## config.mk

```make
export PLATFORM = sky130hd
export DESIGN_NAME = hart_pc_scheduler
export DESIGN_NICKNAME = d
export VERILOG_FILES = /design/src/rtl/hart_pc_scheduler.sv
export SDC_FILE = /design/constraint.sdc
export NUM_CORES = 1
export LEC_CHECK = 0
export BUFFER_PORTS_ARGS = -buffer_cell sky130_fd_sc_hd__buf_2
export CAP_MARGIN = 20
export CORE_MARGIN = 2
export CORE_UTILIZATION = 34
export CTS_CLUSTER_DIAMETER = 50
export DETAILED_ROUTE_END_ITERATION = 10
export HOLD_SLACK_MARGIN = 0.05
export PLACE_DENSITY = 0.62
export SYNTH_ARGS = -nofsm -noshare
export SYNTH_HDL_FRONTEND = slang
export SYNTH_SLANG_ARGS = --single-unit
```

## constraint.sdc

```tcl
create_clock -name clk -period 15.7 [get_ports clk]
set_input_delay 2.355 -clock clk [delete_from_list [all_inputs] [get_ports clk]]
set_output_delay 2.355 -clock clk [all_outputs]
set_load 0.02 [all_outputs]
```

## src/rtl/hart_pc_scheduler.sv

```systemverilog
// hart_pc_scheduler
//   Per-hart program-counter file with a round-robin fetch scheduler for a
//   barrel-threaded front end. One PC and one active bit per thread; each
//   cycle one thread slot is offered to instruction fetch. The PC of the
//   fetched thread auto-increments by 4. The back end can redirect a PC and
//   halt or wake a thread, including while the front end is stalled.
//
//   Optional feature macro: HART_PC_SKIP_IDLE_EN
//     defined   : the scheduler skips inactive threads. It holds if no thread is active.
//     undefined : strict rotation. An inactive thread's slot is a bubble.
//
// Ports
//   clk, reset          : clock; asynchronous active-high reset
//   stall               : freezes scheduling and PC auto-increment
//   redirect_valid/tid/pc : overwrite one thread's PC (bits [1:0] cleared)
//   halt_valid/tid      : deactivate a thread (wins over wake on same tid)
//   wake_valid/tid      : activate a thread
//   fetch_valid/tid/pc  : fetch request for the current thread slot
//   active_mask         : per-thread active bits
module hart_pc_scheduler #(
    parameter int unsigned NTHREADS = 5,
    parameter int unsigned WIDTH    = 32,
    parameter int unsigned BASE     = 0,
    parameter int unsigned STRIDE   = 400,
    parameter int unsigned TID_W    = $clog2(NTHREADS)
) (
    input  logic                clk,
    input  logic                reset,
    input  logic                stall,
    input  logic                redirect_valid,
    input  logic [TID_W-1:0]    redirect_tid,
    input  logic [WIDTH-1:0]    redirect_pc,
    input  logic                halt_valid,
    input  logic [TID_W-1:0]    halt_tid,
    input  logic                wake_valid,
    input  logic [TID_W-1:0]    wake_tid,
    output logic                fetch_valid,
    output logic [TID_W-1:0]    fetch_tid,
    output logic [WIDTH-1:0]    fetch_pc,
    output logic [NTHREADS-1:0] active_mask
);

    logic [WIDTH-1:0]    pc_q [NTHREADS];
    logic [WIDTH-1:0]    pc_d [NTHREADS];
    logic [NTHREADS-1:0] active_q, active_d;
    logic [TID_W-1:0]    cur_tid_q, cur_tid_d;

    // Reset PC of thread i, wrapping modulo 2^WIDTH.
    function automatic logic [WIDTH-1:0] reset_pc(input int unsigned i);
        return WIDTH'(BASE) + WIDTH'(i) * WIDTH'(STRIDE);
    endfunction

    assign fetch_tid   = cur_tid_q;
    assign fetch_pc    = pc_q[cur_tid_q];
    assign fetch_valid = active_q[cur_tid_q] & ~stall;
    assign active_mask = active_q;

    // PC file: increment of the issuing thread first, redirect second so a
    // redirect to the same thread overrides the +4.
    always_comb begin
        for (int unsigned i = 0; i < NTHREADS; i++) begin
            pc_d[i] = pc_q[i];
        end
        if (fetch_valid) begin
            pc_d[cur_tid_q] = pc_q[cur_tid_q] + WIDTH'(4);
        end
        if (redirect_valid && (32'(redirect_tid) < NTHREADS)) begin
            pc_d[redirect_tid] = redirect_pc & ~WIDTH'(3);
        end
    end

    // Active bits: wake applied before halt so halt wins on a tie.
    always_comb begin
        active_d = active_q;
        if (wake_valid && (32'(wake_tid) < NTHREADS)) begin
            active_d[wake_tid] = 1'b1;
        end
        if (halt_valid && (32'(halt_tid) < NTHREADS)) begin
            active_d[halt_tid] = 1'b0;
        end
    end

`ifdef HART_PC_SKIP_IDLE_EN
    logic        found;
    int unsigned idx;

    // Scan cur+1 .. cur+NTHREADS (cur itself last) against the post-update
    // active bits; first hit wins, otherwise hold.
    always_comb begin
        cur_tid_d = cur_tid_q;
        found     = 1'b0;
        idx       = 0;
        if (!stall) begin
            for (int unsigned k = 1; k <= NTHREADS; k++) begin
                idx = 32'(cur_tid_q) + k;
                if (idx >= NTHREADS) begin
                    idx = idx - NTHREADS;
                end
                if (!found && active_d[TID_W'(idx)]) begin
                    cur_tid_d = TID_W'(idx);
                    found     = 1'b1;
                end
            end
        end
    end
`else
    always_comb begin
        cur_tid_d = cur_tid_q;
        if (!stall) begin
            if (cur_tid_q == TID_W'(NTHREADS - 1)) begin
                cur_tid_d = '0;
            end else begin
                cur_tid_d = cur_tid_q + 1'b1;
            end
        end
    end
`endif

    always_ff @(posedge clk or posedge reset) begin
        if (reset) begin
            for (int unsigned i = 0; i < NTHREADS; i++) begin
                pc_q[i] <= reset_pc(i);
            end
            active_q  <= '1;
            cur_tid_q <= '0;
        end else begin
            for (int unsigned i = 0; i < NTHREADS; i++) begin
                pc_q[i] <= pc_d[i];
            end
            active_q  <= active_d;
            cur_tid_q <= cur_tid_d;
        end
    end

endmodule

```

==> reports/metrics.csv, run 1 <==
stage,metric,value,unit
cts,clock slew at reported path FFs,0.07,ns
timing,hold violation count in the final report,0,
critical_path,Critical Path Start Type,input port,
floorplanning,die area,30000,um^2
floorplanning,IO Count,88,
pwr,combinational share of power,48.5,%
cts,master cell of the clock root buffer,clkbuf_16,
placed_design,global placement routability congestion,0.8582,
floorplanning,effective utilization at floorplan,34.75,%
critical_path,depth of the most critical reg-to-reg path,8,
placed_design,hpwl dp,20.87,mm
status,status,completed,
run,number of maximum-capacitance constraint violations,0,
min_path,Hold Crit Endpoint,pc_q[32],
cts,Inserted Clock Buffers,17,
final_layout,number of antenna cells inserted,0,
placed_design,total of buffers placed on input and output ports,85,
route,Routed Wire Length,35.62,mm
route,1st-pass router iterations,6,
critical_path,worst-case register-to-register setup slack,10.98,ns
cts,largest buffer count on any clock path,2,
pwr,total power density per cell area,209.8,nW/um^2
timing,final setup violating endpoints,0,
pwr,power consumption,0.002333,W
cts,clock latency on the worst-skew pair,0.43,ns
critical_path,"critical path, cell by cell",buf_2 -> or3_1 -> buf_4 -> nand2_1 -> buf_2,
timing,RSZ-0062 raised after global routing,false,
timing,Slew @ Worst Pin,1.101,ns
global_routing,GRT Overall Usage,23.55,%
cts,clock sink total,168,
timing,Final Skew,0.01144,ns
global_routing,total overflow reported by the global router,0,
route,Routed Antenna Nets,0,
critical_path,Critical Path Slowest Stage Cell,or3_1,
floorplanning,placement row count,61,
synthesis,number of enable-type register cells in the synthesized netlist,0,
final_layout,number of nets in the final layout,1276,
synthesis,Synth warnings,0,
critical_path,"Data arrival, critical path",3.48,ns
cts,number of H-tree levels,4,
pwr,Peak VDD IR,101.4,uV
floorplanning,Chip Height,173.2,um
critical_path,worst-path fanout max,34,
critical_path,Crit. End Element,output port,
global_routing,pin count of the biggest net entering global routing,105,
global_routing,number of global-route vias before repair,9002,
synthesis,cell types with the highest counts after synthesis,"a21oi_1 (213), dfrtp_1 (150), nor2_1 (129)",
pwr,clock share of power,18.4,%
timing,maximum clock rate,0.1713,GHz
synthesis,cell taking the most area after synthesis,dfrtp_1,
final_layout,layout overhead on the synthesized area,14.23,%
global_routing,antenna violations before repair,0,
synthesis,"FF+latch count, synth",168,
critical_path,delay contributed by the slowest stage of the critical path,0.37,ns
timing,relative slew slack,26.50,%
synthesis,top cells by area in the synthesized netlist,"dfrtp_1 (39%), a21oi_1 (11%), nand3_1 (5.5%), nor2_1 (5.0%), dfstp_2 (4.9%)",
synthesis,fraction of synthesis flops using an asynchronous set or reset pin,100.0,%
floorplanning,Die Span X,173.2,um
min_path,Worst Hold Path Cells,1,
min_path,hold path startpoint,pc_q[32],
timing,Final Max Tran Viols,0,
synthesis,count of cell types in the netlist,64,
timing,final-layout setup total negative slack,0,ns
timing,final worst slack,9.861,ns
critical_path,"Worst Path Class, Setup",input port to output port,
pwr,reported leakage power,4.746,nW
cts,number of buffers inserted for hold repair after clock tree synthesis,0,
route,First DRT Iteration DRCs,1224,
pwr,switching power share of the total,45.05,%
route,Residual DRC,0,
synthesis,cell with the most instances after synthesis,a21oi_1,
critical_path,r2r startpoint,fetch_tid[0],
critical_path,worst reg2reg path endpoint,pc_q[121],
route,Vias per Instance,5.928,
synthesis,Synth Cell Area,9734,um^2
synthesis,synthesized instance count,1176,
synthesis,syn_area_per_cell,8.277,um^2
cts,Resized cells post-CTS,0,
pwr,internal power of the cells,0.001282,W
synthesis,post-synthesis net count,1226,
route,WL per Instance,22.03,um
cts,setup bufs post-CTS,0,
critical_path,CP required,13.35,ns
floorplanning,core box area,28010,um^2
global_routing,global-route wire length before repair,54.63,mm
synthesis,leading register cell type out of synthesis,dfrtp_1,
synthesis,register area share after synthesis,43.42,%
pwr,Switch Pwr,0.001051,W
cts,TritonCTS clock tree,built,
pwr,sequential cell fraction of total power,33.1,%
min_path,path category of the worst min-delay check,register to register,
synthesis,area share of the largest cell type after synthesis,38.56,%
route,overall via count from detail_route,9585,
placed_design,post-placement setup slack,9.891,ns
timing,clock period minus worst slack,5.839,ns
critical_path,most frequent cell on the critical path,buf_2,
timing,Tcrit/Tclk final,37.19,%
final_layout,fraction of final layout cells with drive strength greater than 1,16.38,%
power by group through the flow:
| stage | logic (W) | registers [W] | clock network (W) |
|---|---|---|---|
| floorplan | 0.000819 | 0.000735 | 0 |
| global placement | 0.00111 | 0.000767 | 0 |
| detailed placement | 0.00112 | 0.000772 | 0 |
| CTS | 0.00112 | 0.000766 | 0.000433 |
| global route | 0.00124 | 0.000794 | 0.000452 |
| finish | 0.00113 | 0.000773 | 0.000429 |
critical path, delay by kind of cell:
family	cells	cell delay [ns]
buffers and inverters	3	0.62
AND/OR/NAND/NOR	2	0.50
cells by family after synthesis:
group,count (synthesis),synth area share (%)
AOI/OAI and AO/OA,373,22.12
xor gates and xnor gates,16,1.440
adders and majority gates,3,0.3856
buffers and inverters,103,4.717
DFF,168,43.42
muxes,38,4.267
and+or+nand+nor,475,23.65
state kept, by name (all words and copies together), names as in the netlist:
name         count
pc_q           160
fetch_tid        3
active_mask      5
worst max-delay path by stage:
stage          start           end  slack (ns)  cells after the start
2_1_floorplan  reset  fetch_tid[0]        8.83                      1
3_3_place_gp   stall   fetch_valid        9.90                      5
3_5_place_dp   stall   fetch_valid        9.89                      5
4_1_cts        stall   fetch_valid        9.88                      5
5_1_grt        stall   fetch_valid        9.81                      5
6_report       stall   fetch_valid        9.86                      5
cell usage in the layout (no fill, tap or decap), types with 17 or more instances in the layout:
| master | n |
|---|---|
| buf_2 | 85 |
| dfstp_2 | 18 |
| o21ai_0 | 56 |
| and2_1 | 19 |
| a22oi_1 | 21 |
| and3_1 | 38 |
| nand3_1 | 105 |
| mux2i_1 | 28 |
| inv_1 | 20 |
| dfrtp_1 | 148 |
| nand2_1 | 115 |
| buf_4 | 26 |
| nor2_1 | 125 |
| clkbuf_16 | 17 |
| a21oi_1 | 213 |
| a31oi_1 | 24 |
cell type report:
cell class | count | area [um^2]
fill | 2874 | 16890
multi-input combinational | 905 | 5094
sequential | 168 | 4232
timing repair buffer | 112 | 640.6
tap | 378 | 473.0
clock buffer | 17 | 425.4
clock inverter | 15 | 167.7
inverter | 22 | 87.58
layer usage:
layer	up-vias	part of all wire (%)	wire [um]	track usage [%]
met5	-	0	0	0
met4	0	1.8	656	6.780
met3	50	10	3715	4.727
met2	587	45	15930	35.20
met1	4624	43	15320	34.41
li1	4324	-	-	-
metrics by stage:
step	hold slack [ns]	instances	util [%]	instance area [um^2]
2_1_floorplan	0.4457	1176	-	9734
3_3_place_gp	0.4629	1584	37.51	10510
3_5_place_dp	0.4659	1584	37.51	10510
4_1_cts	0.4835	1616	39.63	11100
5_1_grt	0.4952	1617	39.70	11120
6_report	0.4802	1617	39.70	11120
Note: power is estimated with default switching activity, not from simulation.
==> inputs of run 2 (changes only) <==
==> constraint.sdc (replaced) <==
create_clock -name clk -period 5.5 [get_ports clk]
set_input_delay 0.825 -clock clk [delete_from_list [all_inputs] [get_ports clk]]
set_output_delay 0.825 -clock clk [all_outputs]
set_load 0.02 [all_outputs]
==> reports/metrics.csv, run 2 (synthesized netlist as in run 1, its figures left out) <==
stage,metric,value,unit
cts,clock sink total,168,
critical_path,"Worst Path Class, Setup",register to register,
timing,final setup violating endpoints,0,
placed_design,total of buffers placed on input and output ports,85,
final_layout,"top library cells by usage in the layout, fill and taps aside","a21oi_1 (213), dfrtp_1 (148), nor2_1 (125)",
floorplanning,Die Span X,173.2,um
critical_path,CP required,5.86,ns
final_layout,largest register by flop count,pc_q,
global_routing,antenna violations before repair,0,
floorplanning,core box area,28010,um^2
cts,TritonCTS clock tree,built,
critical_path,Crit. Startpoint,fetch_tid[1],
timing,hold violation count in the final report,0,
cts,clock slew at reported path FFs,0.07,ns
route,Vias per Instance,5.945,
timing,Final Skew,0.007992,ns
cts,setup bufs post-CTS,0,
floorplanning,die area,30000,um^2
floorplanning,Chip Height,173.2,um
route,overall via count from detail_route,9667,
global_routing,GRT Overall Usage,24.03,%
timing,final-layout setup total negative slack,0,ns
global_routing,total overflow reported by the global router,0,
critical_path,worst-path fanout max,33,
timing,Final Max Tran Viols,0,
critical_path,Crit. End Element,register,
final_layout,number of antenna cells inserted,0,
route,First DRT Iteration DRCs,1151,
timing,relative slew slack,24.94,%
route,Routed Antenna Nets,0,
route,1st-pass router iterations,5,
final_layout,layout overhead on the synthesized area,14.86,%
min_path,hold path startpoint,pc_q[96],
cts,Inserted Clock Buffers,17,
critical_path,Critical Path Slowest Stage Cell,nor2b_2,
critical_path,"critical path, cell by cell",nor2b_2 -> a22oi_1 -> o2bb2a_1 -> inv_1 -> ha_1 -> o21ai_0 -> nor4_2 -> buf_4 -> and3_1 -> xnor2_1 -> nand3_1 -> nand3_1,
pwr,Peak VDD IR,321.5,uV
min_path,path category of the worst min-delay check,register to register,
critical_path,most frequent cell on the critical path,nand3_1,
timing,maximum clock rate,0.2270,GHz
critical_path,top cell family by delay on the critical path,simple AND/OR/NAND/NOR gates,
critical_path,"Data arrival, critical path",4.77,ns
route,Residual DRC,0,
pwr,reported leakage power,4.780,nW
timing,Tcrit/Tclk final,80.11,%
route,WL per Instance,22.29,um
critical_path,worst reg2reg path endpoint,pc_q[144],
critical_path,delay contributed by the slowest stage of the critical path,0.92,ns
cts,master cell of the clock root buffer,clkbuf_16,
cts,Resized cells post-CTS,0,
critical_path,r2r startpoint,fetch_tid[1],
final_layout,"most common cell after layout, fill and taps aside",a21oi_1,
placed_design,global placement routability congestion,0.8518,
cts,number of buffers inserted for hold repair after clock tree synthesis,0,
floorplanning,placement row count,61,
floorplanning,effective utilization at floorplan,34.75,%
critical_path,end point of the critical path,pc_q[144],
status,status,completed,
final_layout,fraction of final layout cells with drive strength greater than 1,16.75,%
global_routing,global-route wire length before repair,55.88,mm
placed_design,hpwl dp,22.15,mm
placed_design,Placed Instance Area,10580,um^2
final_layout,"Design Area, Final",11180,um^2
final_layout,number of nets in the final layout,1285,
final_layout,Largest register FFs,160,
global_routing,pin count of the biggest net entering global routing,99,
timing,Hold WS,0.4873,ns
route,Routed Wire Length,36.24,mm
critical_path,total buffers and inverters traversed by the critical path,2,
timing,Slew @ Worst Pin,1.123,ns
run,number of maximum-capacitance constraint violations,0,
timing,clock period minus worst slack,4.406,ns
pwr,total power density per cell area,604.2,nW/um^2
critical_path,Critical Path Start Type,register,
critical_path,worst-case register-to-register setup slack,1.09,ns
timing,RSZ-0062 raised after global routing,false,
cts,number of H-tree levels,4,
cts,largest buffer count on any clock path,2,
critical_path,depth of the most critical reg-to-reg path,12,
cts,clock latency on the worst-skew pair,0.44,ns
critical_path,critical path depth,12,
global_routing,number of global-route vias before repair,9206,
floorplanning,IO Count,88,
[run 2: worst min-delay path by stage]
stage	end	slack [ns]	cells after the start
2_1_floorplan	pc_q[1]	0.45	1
3_3_place_gp	pc_q[1]	0.46	1
3_5_place_dp	pc_q[33]	0.47	1
4_1_cts	pc_q[1]	0.49	1
5_1_grt	pc_q[1]	0.50	1
6_report	pc_q[96]	0.49	1
[run 2: worst register-to-register path: stages (launching register included)]
cell      delay, ns
dfrtp_2        0.67
nor2b_2        0.93
a22oi_1        0.23
o2bb2a_1       0.48
inv_1          0.16
ha_1           0.25
o21ai_0        0.13
nor4_2         0.15
buf_4          0.24
and3_1         0.52
xnor2_1        0.31
nand3_1        0.13
nand3_1        0.14
[run 2: where the power goes]
part | total, W | internal, W | switching, W
Combinational | 0.00326 | 0.00117 | 0.00208
Clock | 0.00126 | 0.000728 | 0.000531
Sequential | 0.00224 | 0.00184 | 0.000405
[run 2: metal layers]
| metal | routed length, um | GRT usage, % | vias to the layer above |
|---|---|---|---|
| met2 | 16400 | 36.75 | 535 |
| li1 | - | - | 4332 |
| met1 | 15830 | 34.55 | 4745 |
| met4 | 667 | 6.321 | 0 |
| met3 | 3338 | 4.903 | 55 |
| met5 | 0 | 0 | - |
[run 2: cell type report]
class	instances	area (um^2)
fillers	2839	16830
flip-flops and latches	168	4232
well taps	378	473.0
clock inverters	11	148.9
clock buffers	21	450.4
repair buffers	121	695.7
multi-input cells	905	5094
inverters	22	87.58
[run 2: per-stage QoR]
step	util (%)	setup WS (ns)	cells	power (W)
after floorplan	-	0.1581	1176	0.004435
after global placement	37.78	1.364	1594	0.005373
after detailed placement	37.78	1.330	1594	0.005430
after CTS	39.92	1.279	1626	0.006701
after global routing	39.92	0.8056	1626	0.007160
final	39.92	1.094	1626	0.006755
==> inputs of run 3 (changes only) <==
--- a/config.mk
+++ b/config.mk
@@ -5,6 +5,7 @@
 export SDC_FILE = /design/constraint.sdc
 export NUM_CORES = 1
 export LEC_CHECK = 0
+export ABC_AREA = 1
 export BUFFER_PORTS_ARGS = -buffer_cell sky130_fd_sc_hd__buf_2
 export CAP_MARGIN = 20
 export CORE_MARGIN = 2
@@ -12,7 +13,7 @@
 export CTS_CLUSTER_DIAMETER = 50
 export DETAILED_ROUTE_END_ITERATION = 10
 export HOLD_SLACK_MARGIN = 0.05
-export PLACE_DENSITY = 0.62
+export PLACE_DENSITY = 0.63
 export SYNTH_ARGS = -nofsm -noshare
 export SYNTH_HDL_FRONTEND = slang
 export SYNTH_SLANG_ARGS = --single-unit
==> constraint.sdc (replaced) <==
create_clock -name clk -period 3.96 [get_ports clk]
set_input_delay 0.594 -clock clk [delete_from_list [all_inputs] [get_ports clk]]
set_output_delay 0.594 -clock clk [all_outputs]
set_load 0.02 [all_outputs]
==> reports/metrics.csv, run 3 <==
stage,metric,value,unit
timing,Final Skew,0.01042,ns
floorplanning,core box area,30430,um^2
synthesis,cell with the most instances after synthesis,nand2_1,
critical_path,"critical path, cell by cell",nand3_2 -> inv_2 -> a22oi_1 -> nand2_1 -> nand2_1 -> buf_4 -> nor2_2 -> inv_2 -> a21oi_1 -> a22oi_1,
global_routing,number of global-route vias before repair,9984,
synthesis,post-synthesis net count,1523,
global_routing,GRT Overall Usage,24.37,%
route,Vias per Instance,5.416,
timing,hold violation count in the final report,0,
cts,clock sink total,168,
critical_path,delay contributed by the slowest stage of the critical path,0.73,ns
cts,setup bufs post-CTS,0,
run,number of maximum-capacitance constraint violations,0,
floorplanning,die area,32110,um^2
pwr,combinational share of power,54.4,%
synthesis,number of enable-type register cells in the synthesized netlist,0,
pwr,switching power share of the total,49.32,%
cts,master cell of the clock root buffer,clkbuf_16,
synthesis,syn_area_per_cell,7.084,um^2
pwr,internal power of the cells,0.005277,W
final_layout,"most common cell after layout, fill and taps aside",nand2_1,
final_layout,fraction of final layout cells with drive strength greater than 1,15.88,%
synthesis,count of cell types in the netlist,46,
critical_path,"Data arrival, critical path",3.89,ns
global_routing,antenna violations before repair,0,
timing,Hold WS,0.3697,ns
floorplanning,effective utilization at floorplan,34.29,%
synthesis,Synth Cell Area,10440,um^2
floorplanning,Chip Height,179.2,um
placed_design,total of buffers placed on input and output ports,85,
placed_design,"number of placed instances, taps included",1906,
pwr,clock share of power,16.0,%
timing,maximum clock rate,0.2766,GHz
floorplanning,placement row count,64,
timing,relative slew slack,26.37,%
synthesis,leading register cell type out of synthesis,dfrtp_1,
floorplanning,Die Span X,179.2,um
critical_path,Crit. End Element,register,
critical_path,total buffers and inverters traversed by the critical path,3,
critical_path,CP required,4.24,ns
timing,Final Max Tran Viols,0,
final_layout,utilization after layout,38.81,%
cts,number of H-tree levels,4,
route,Residual DRC,0,
synthesis,cell types with the highest counts after synthesis,"nand2_1 (390), a21oi_1 (233), nor2_1 (189)",
final_layout,fill count,3197,
final_layout,final instance count without filler cells,1939,
min_path,path category of the worst min-delay check,input port to register,
pwr,Switch Pwr,0.005136,W
final_layout,number of nets in the final layout,1580,
critical_path,"Worst Path Class, Setup",register to register,
cts,Resized cells post-CTS,0,
cts,clock slew at reported path FFs,0.07,ns
pwr,total power density per cell area,881.7,nW/um^2
route,Routed Antenna Nets,0,
pwr,reported leakage power,5.508,nW
placed_design,global placement routability congestion,0.9517,
final_layout,layout overhead on the synthesized area,13.18,%
route,1st-pass router iterations,5,
synthesis,"FF+latch count, synth",168,
timing,Tcrit/Tclk final,91.29,%
final_layout,Largest register FFs,160,
cts,TritonCTS clock tree,built,
synthesis,cell taking the most area after synthesis,dfrtp_1,
synthesis,register area share after synthesis,40.50,%
synthesis,Synth warnings,0,
critical_path,Critical Path Slowest Stage Cell,dfrtp_1,
synthesis,synthesized instance count,1473,
critical_path,Critical Path Start Type,register,
route,First DRT Iteration DRCs,1097,
synthesis,top cells by area in the synthesized netlist,"dfrtp_1 (36%), nand2_1 (14%), a21oi_1 (11%), nor2_1 (6.8%), dfstp_2 (4.5%)",
cts,Inserted Clock Buffers,17,
critical_path,worst-path fanout max,29,
route,Routed Wire Length,38.34,mm
timing,final setup violating endpoints,0,
synthesis,area share of the largest cell type after synthesis,35.97,%
timing,clock period minus worst slack,3.615,ns
timing,Slew @ Worst Pin,1.103,ns
cts,clock latency on the worst-skew pair,0.43,ns
floorplanning,IO Count,88,
final_layout,number of antenna cells inserted,0,
global_routing,total overflow reported by the global router,0,
cts,number of buffers inserted for hold repair after clock tree synthesis,0,
global_routing,pin count of the biggest net entering global routing,169,
final_layout,largest register by flop count,pc_q,
placed_design,hpwl dp,24.93,mm
pwr,sequential cell fraction of total power,29.6,%
global_routing,global-route wire length before repair,58.66,mm
status,status,completed,
final_layout,"top library cells by usage in the layout, fill and taps aside","nand2_1 (390), a21oi_1 (233), nor2_1 (185)",
timing,final-layout setup total negative slack,0,ns
synthesis,fraction of synthesis flops using an asynchronous set or reset pin,100.0,%
pwr,Peak VDD IR,356.2,uV
cts,largest buffer count on any clock path,2,
route,overall via count from detail_route,10501,
route,WL per Instance,19.77,um
pwr,power consumption,0.01041,W
critical_path,top cell family by delay on the critical path,simple AND/OR/NAND/NOR gates,
timing,RSZ-0062 raised after global routing,false,
-- run 3: changes by cell type after synthesis, moves of 19 or more --
cell and change:
nand2_1 +275, inv_1 +87, nor2_1 +60, nand3_1 -40, and3_1 -38, mux2i_1 -28, nand4_1 +22, a21oi_1 +20
a22oi_1 +20, a31oi_1 -19, clkbuf_1 -19
-- run 3: metrics by stage --
step	cell area [um^2]	setup WS, ns
CTS	11780	0.5102
global placement	11220	0.5303
detailed placement	11220	0.5366
floorplan	10440	1.184
global route	11810	0.2505
finish	11810	0.3451
-- run 3: kinds of logic (layout without fill, tap and decap cells) --
| logic type | count (synthesis) | count (layout) | synth area share (%) |
|---|---|---|---|
| and+or+nand+nor | 736 | 736 | 30.31 |
| adders and majority gates | 3 | 3 | 0.3598 |
| buffers and inverters | 206 | 276 | 8.681 |
| DFF | 168 | 168 | 40.50 |
| xor gates and xnor gates | 14 | 14 | 1.894 |
| AOI/OAI and AO/OA | 346 | 346 | 18.25 |
-- run 3: final cells by class --
type / instances / area, um^2 / area share [%]
clock inverters: 12 / 126.4 / 1.070
repair buffers: 121 / 728.2 / 6.166
multi-input cells: 1099 / 5323 / 45.07
well taps: 396 / 495.5 / 4.195
inverters: 123 / 473.0 / 4.005
flip-flops and latches: 168 / 4228 / 35.80
clock buffers: 20 / 436.7 / 3.697
-- run 3: power by group through the flow --
stage / Sequential [W] / Clock (W) / Combinational, W
2_1_floorplan: 0.00299 / 0 / 0.00393
3_3_place_gp: 0.00307 / 0 / 0.00550
3_5_place_dp: 0.00310 / 0 / 0.00557
4_1_cts: 0.00307 / 0.00167 / 0.00559
5_1_grt: 0.00318 / 0.00174 / 0.00618
6_report: 0.00309 / 0.00166 / 0.00566
-- run 3: layer usage --
layer	GRT usage, %	share of wire (%)	vias up
li1	-	-	4952
met1	32.55	42	4989
met2	39.13	46	471
met3	4.050	8.1	89
met4	10.08	3.7	0
met5	0	0	-
-- run 3: final timing paths --
path / startpoint / end / slack [ns] / depth (start not counted)
max in group asynchronous: reset / pc_q[23] / 2.79 / 3
worst max-delay path: fetch_tid[1] / pc_q[14] / 0.35 / 10
worst min register to register: active_mask[3] / active_mask[3] / 0.49 / 2
worst max register to register: fetch_tid[1] / pc_q[14] / 0.35 / 10
worst min-delay path: halt_valid / active_mask[2] / 0.37 / 2
min in group asynchronous: reset / pc_q[8] / 0.44 / 3
-- run 3: worst reg2reg max path, stage by stage, from the launching register on --
cell and delay [ns]:
dfrtp_1 0.73, nand3_2 0.39, inv_2 0.34, a22oi_1 0.14, nand2_1 0.12, nand2_1 0.12, buf_4 0.21, nor2_2 0.52
inv_2 0.52, a21oi_1 0.27, a22oi_1 0.09
